## src/rtl/panel_pattern_gen.sv

```systemverilog
// Test-pattern source for the LED panel driver chain: streams one column per request,
// MSB-first per 16-bit channel, onto NB_DRIVERS parallel lines, one beat per data_rd.
module panel_pattern_gen #(
  parameter int NB_DRIVERS        = 30,
  parameter int PIXELS_PER_DRIVER = 16,
  parameter int NB_COLUMNS        = 128
) (
  input  logic                          clk,
  input  logic                          nrst,
  input  logic [2:0]                    mode,
  input  logic [15:0]                   level,
  input  logic                          column_ready,
  input  logic                          data_rd,
  input  logic                          position_sync,
  output logic [NB_DRIVERS-1:0]         framebuffer_data,
  output logic                          busy,
  output logic                          column_done,
  output logic [$clog2(NB_COLUMNS)-1:0] column_idx,
  output logic                          overrun
);

  localparam int IDX_W = $clog2(NB_COLUMNS);
  localparam int PIX_W = (PIXELS_PER_DRIVER > 1) ? $clog2(PIXELS_PER_DRIVER) : 1;

  localparam logic [0:0] S_IDLE   = 1'b0;
  localparam logic [0:0] S_STREAM = 1'b1;

  localparam logic [PIX_W-1:0] PIX_LAST = PIX_W'(PIXELS_PER_DRIVER - 1);
  localparam logic [IDX_W-1:0] IDX_LAST = IDX_W'(NB_COLUMNS - 1);

  logic [0:0]            state_q, state_d;
  logic [3:0]            bit_q, bit_d;
  logic [1:0]            chan_q, chan_d;
  logic [PIX_W-1:0]      pix_q, pix_d;
  logic [2:0]            mode_q, mode_d;
  logic [15:0]           level_q, level_d;
  logic [IDX_W-1:0]      idx_q, idx_d;
  logic                  done_q, done_d;
  logic                  ovr_q, ovr_d;
  logic [NB_DRIVERS-1:0] fb_q, fb_d;

  always_comb begin
    // NOTE: every next-state signal takes its hold value first, so no path through
    // the decision tree leaves one unassigned and no latch can be inferred.
    state_d = state_q;
    bit_d   = bit_q;
    chan_d  = chan_q;
    pix_d   = pix_q;
    mode_d  = mode_q;
    level_d = level_q;
    idx_d   = idx_q;
    done_d  = 1'b0;
    ovr_d   = ovr_q;

    case (state_q)
      S_IDLE: begin
        if (column_ready) begin
          state_d = S_STREAM;
          mode_d  = mode;
          level_d = level;
          bit_d   = 4'd15;
          chan_d  = 2'd0;
          pix_d   = '0;
        end
      end
      default: begin
        if (column_ready) ovr_d = 1'b1;
        // Beat order: bit 15..0, then channel 0..2, then pixel 0..P-1.
        if (data_rd) begin
          if (bit_q != 4'd0) begin
            bit_d = bit_q - 1'b1;
          end else begin
            bit_d = 4'd15;
            if (chan_q != 2'd2) begin
              chan_d = chan_q + 1'b1;
            end else begin
              chan_d = 2'd0;
              if (pix_q != PIX_LAST) begin
                pix_d = pix_q + 1'b1;
              end else begin
                pix_d   = '0;
                state_d = S_IDLE;
                done_d  = 1'b1;
                idx_d   = (idx_q == IDX_LAST) ? '0 : idx_q + 1'b1;
              end
            end
          end
        end
      end
    endcase

    // Rotation index sync overrides a coincident column-end increment.
    if (position_sync) idx_d = '0;
  end

  // The output bit is computed from next-state values so it is registered yet
  // valid in the same cycle the counters land on the beat.
  logic             lit_bit;
  logic [PIX_W-1:0] walk_pix;

  assign lit_bit  = level_d[bit_d];
  assign walk_pix = PIX_W'(32'(idx_d) % PIXELS_PER_DRIVER);

  always_comb begin
    fb_d = '0;
    if (state_d == S_STREAM) begin
      for (int d = 0; d < NB_DRIVERS; d++) begin
        case (mode_d)
          3'd1:    fb_d[d] = lit_bit;
          3'd2:    fb_d[d] = lit_bit & (pix_d == walk_pix);
          3'd3:    fb_d[d] = lit_bit & (chan_d == 2'(d % 3));
          3'd4:    fb_d[d] = lit_bit & (pix_d[0] ^ idx_d[0]);
          default: fb_d[d] = 1'b0;
        endcase
      end
    end
  end

  // NOTE: sequential state uses non-blocking assignments so every flop samples
  // the pre-edge values regardless of statement order.
  always_ff @(posedge clk or negedge nrst) begin
    if (!nrst) begin
      state_q <= S_IDLE;
      bit_q   <= 4'd15;
      chan_q  <= 2'd0;
      pix_q   <= '0;
      mode_q  <= 3'd0;
      level_q <= 16'd0;
      idx_q   <= '0;
      done_q  <= 1'b0;
      ovr_q   <= 1'b0;
      fb_q    <= '0;
    end else begin
      state_q <= state_d;
      bit_q   <= bit_d;
      chan_q  <= chan_d;
      pix_q   <= pix_d;
      mode_q  <= mode_d;
      level_q <= level_d;
      idx_q   <= idx_d;
      done_q  <= done_d;
      ovr_q   <= ovr_d;
      fb_q    <= fb_d;
    end
  end

  assign framebuffer_data = fb_q;
  assign busy             = (state_q == S_STREAM);
  assign column_done      = done_q;
  assign column_idx       = idx_q;
  assign overrun          = ovr_q;

endmodule

```

## config.mk

```make
export PLATFORM = sky130hd
export DESIGN_NAME = panel_pattern_gen
export DESIGN_NICKNAME = d
export VERILOG_FILES = /design/src/rtl/panel_pattern_gen.sv
export SDC_FILE = /design/constraint.sdc
export NUM_CORES = 1
export LEC_CHECK = 0
export ABC_AREA = 0
export CAP_MARGIN = 20
export CORE_MARGIN = 2
export CORE_UTILIZATION = 40
export CTS_BUF_LIST = sky130_fd_sc_hd__clkbuf_8 sky130_fd_sc_hd__clkbuf_16
export DETAILED_ROUTE_END_ITERATION = 16
export PLACE_DENSITY = 0.78
export SETUP_SLACK_MARGIN = 0.05
export SLEW_MARGIN = 40
export SYNTH_ARGS = -nofsm -noshare
export SYNTH_HDL_FRONTEND = slang
export SYNTH_SLANG_ARGS = --single-unit
```

## constraint.sdc

```tcl
create_clock -name clk -period 2.4 [get_ports clk]
set_clock_uncertainty 0.15 [all_clocks]
set_input_delay 0.36 -clock clk [delete_from_list [all_inputs] [get_ports clk]]
set_output_delay 0.36 -clock clk [all_outputs]
set_load 0.02 [all_outputs]
```

==> run_results.csv <==
group,metric,value,unit
synthesis,syn_area,2370,µm²
sta,finalHoldViolations,0,
global_routing,grt_max_degree,27,
worst_setup_path,cp.arrival,2.45,ns
placed_design,dpl.hpwl,4.25,mm
synthesis,synth-seq-cells,42,
clock_network,cts_made_buffers,5,
placed_design,numPortBuffers,63,
worst_setup_path,path_cells,"inv_2 -> ha_4 -> buf_6 -> nand4bb_1 -> nand2_1 -> o31a_1 -> mux4_2 -> mux2i_1 -> o22a_2 -> a31oi_1",
final_layout,areaGrowthSynthToFinish,41.6,%
synthesis,synth_cells,241,
synthesis,synth_seq_area_share,44.6,%
synthesis,ys.flop_type,"dfrtp_1",
floorplan,die_w,81.0,µm
floorplan,core_area,5820,µm²
route,drtPass1Iterations,4,
route,first_iter_violations,115,
route,routedWlPerCell,13.9,µm
sta,fin_ws,-0.0174,ns
power_and_ir_drop,ir_drop,0.347,mV
sta,layout_min_cycle_time,2.42,ns
hold_path,hp-class,"reg2reg",
synthesis,async_flop_share,100,%
global_routing,grt_usage,18.3,%
clock_network,cts.sinks,42,
final_layout,drive_above_1_share,26.0,%
placed_design,gp_congestion,0.799,
status,violations,"setup timing",
floorplan,initial_core_util,40.7,%
route,drc,0,
global_routing,grt-ovfl-total,0,
synthesis,yosysTopAreaCell,"dfrtp_1",
status,status,"complete, but fails checks",
placed_design,dpl_worst_slack,-0.319,ns
synthesis,syn_area_per_cell,9.83,µm²
synthesis,yosysUniqueCellTypes,48,
synthesis,synth_fp_nets,268,
run,drv_cap,0,
global_routing,antenna_found_initial,0,
placed_design,dp.cells,389,
clock_network,root_buffer,"clkbuf_8",
floorplan,top_level_ports,64,
floorplan,fp-row-count,28,
route,avgViaCountPerCell,4.96,
sta,fin_setup_tns,-0.0464,ns
power_and_ir_drop,cellPowerDensity,661,nW/µm²
clock_network,cts_tree,"done",
sta,grt_setup_unrepaired,"true",
sta,finalMaxSlewViolations,0,
worst_setup_path,critPathSlowestCell,"dfstp_2",
synthesis,synth_edf_count,0,
global_routing,grt_pass1_wl,9.14,mm
synthesis,yosysWarnings,0,
worst_setup_path,cp.required,2.43,ns
floorplan,die_h,81.0,µm
route,wirelength,5.64,mm
power_and_ir_drop,p_sw_share,32.5,%
worst_setup_path,max_stage_delay,0.55,ns
power_and_ir_drop,power_frac_comb,38.2,%
power_and_ir_drop,switchingPower,721,µW
worst_setup_path,start_kind,"flip-flop",
synthesis,synth_most_common_cell,"nand2_1",
worst_setup_path,critical_path_class,"reg2reg",
final_layout,stdcell_count,406,
power_and_ir_drop,power,2.22,mW
synthesis,synthTopCellsByArea,"dfrtp_1 (40%), nand2_1 (9.5%), buf_4 (8.6%), dfstp_2 (4.4%), mux4_2 (3.8%)",
power_and_ir_drop,p_seq_share,40.6,%
sta,slew_headroom,72.1,%
worst_setup_path,cp_max_fo,5,
global_routing,grt_pass1_vias,1958,
floorplan,die-area,6550,µm²
route,route.antenna.remaining_nets,0,
clock_network,clk_latency,0.30,ns
sta,worst_pin_slew,0.412,ns
sta,fin_crit_sh,101,%
final_layout,diodes,0,
clock_network,clk_pin_slew,0.08,ns
sta,setup_viol,3,
route,vias,2013,
clock_network,htree_levels,2,
power_and_ir_drop,pwr-share-clk,21.3,%
clock_network,clockBufferDepth,2,
worst_setup_path,end_kind,"flip-flop",
synthesis,synth_top_area_share,40.1,%
power_and_ir_drop,p_leak,1.56,nW
final_layout,fin_nets,357,
power_and_ir_drop,intPower,1.50,mW
sta,fmax,414,MHz
synthesis,yosys-top-cells-count,"nand2_1 (60), dfrtp_1 (38), buf_4 (27)",
[power by group through the flow]
stage,Combinational [mW],Clock (mW),Sequential (mW)
2_1_floorplan,0.522,0,0.900
3_3_place_gp,0.776,0,0.902
3_5_place_dp,0.794,0,0.911
4_1_cts,0.821,0.482,0.899
5_1_grt,0.914,0.509,0.915
6_report,0.846,0.471,0.900
[layout by cell type, fill, tap and decap left out, types with 4 or more instances in the layout]
cell type / instances
a21oi_1: 9
a22o_1: 4
a31oi_1: 4
and3_1: 6
buf_4: 49
clkbuf_8: 6
clkdlybuf4s50_1: 61
dfrtp_1: 38
dfstp_2: 4
inv_2: 6
mux2i_1: 4
mux4_2: 4
nand2_1: 60
nand4_1: 4
nor2_1: 10
o21ai_0: 5
[metrics by stage]
stage               hold slack [ns]  utilization [%]  area, µm²
floorplan                   -0.0856                -       2370
CTS                           0.328             56.9       3310
finish                        0.322             57.7       3350
detailed placement            0.147             54.5       3170
global route                  0.360             57.7       3350
global placement              0.145             54.5       3170
[sequential cells by signal, indices dropped and copies added, names as in the netlist]
register and cells:
bit_q 4, mode_q 3, overrun 1, framebuffer_data 3
busy 1, column_done 1, level_q 16, chan_q 2
pix_q 4, column_idx 7
[kinds of logic after synthesis]
family                   after synthesis  share of synthesized area [%]
XOR/XNOR                               6                           2.22
flip-flops                            42                           44.6
AND/OR/NAND/NOR                      103                           21.1
multiplexers                          12                           8.56
AO/OA/AOI/OAI                         34                           10.4
adder cells (fa/ha/maj)                3                           1.58
buffers and inverters                 41                           11.6
[worst max-delay path: cells and delay by family (launching register included)]
kind	cells	cell delay [ns]
simple gates	2	0.18
mux	2	0.47
fa+ha+maj	1	0.16
compound gates	3	0.61
flops	1	0.55
buf+inv	2	0.17
[repair_timing]
action | CTS | global route
buffers inserted | 4 | 4
hold buffers | 1 | 0
endpoints found under the hold margin | 16 | 0
gates cloned | 0 | 0
gates resized for setup | 3 | 5
endpoints found under the setup margin | 3 | 3
pin swaps | 6 | 6
[per-layer routing]
| layer | global-route usage [%] | wire length [µm] | vias to the layer above |
|---|---|---|---|
| li1 | - | - | 977 |
| met1 | 23.1 | 2490 | 975 |
| met2 | 31.9 | 2800 | 54 |
| met3 | 2.67 | 251 | 7 |
| met4 | 6.61 | 101 | 0 |
| met5 | 0 | 0 | - |
[final timing paths]
check	slack [ns]	cells after the start	start	to
worst max-delay path	-0.02	10	bit_q[0]	framebuffer_data[28]
worst min-delay path	0.32	1	overrun	overrun
worst max register to register	-0.02	10	bit_q[0]	framebuffer_data[28]
worst min register to register	0.32	1	overrun	overrun
max in group asynchronous	1.03	3	nrst	bit_q[3]
min in group asynchronous	0.36	2	nrst	level_q[10]
[final cells by class]
cell class	count	area (µm²)
Fill cell	487	2460
Sequential cell	42	1060
Multi-Input combinational cell	158	1050
Timing Repair Buffer	115	1030
Tap cell	75	93.8
Clock buffer	6	82.6
Inverter	8	30.0
Clock inverter	2	8.76
(Power assumes the default switching activity.)
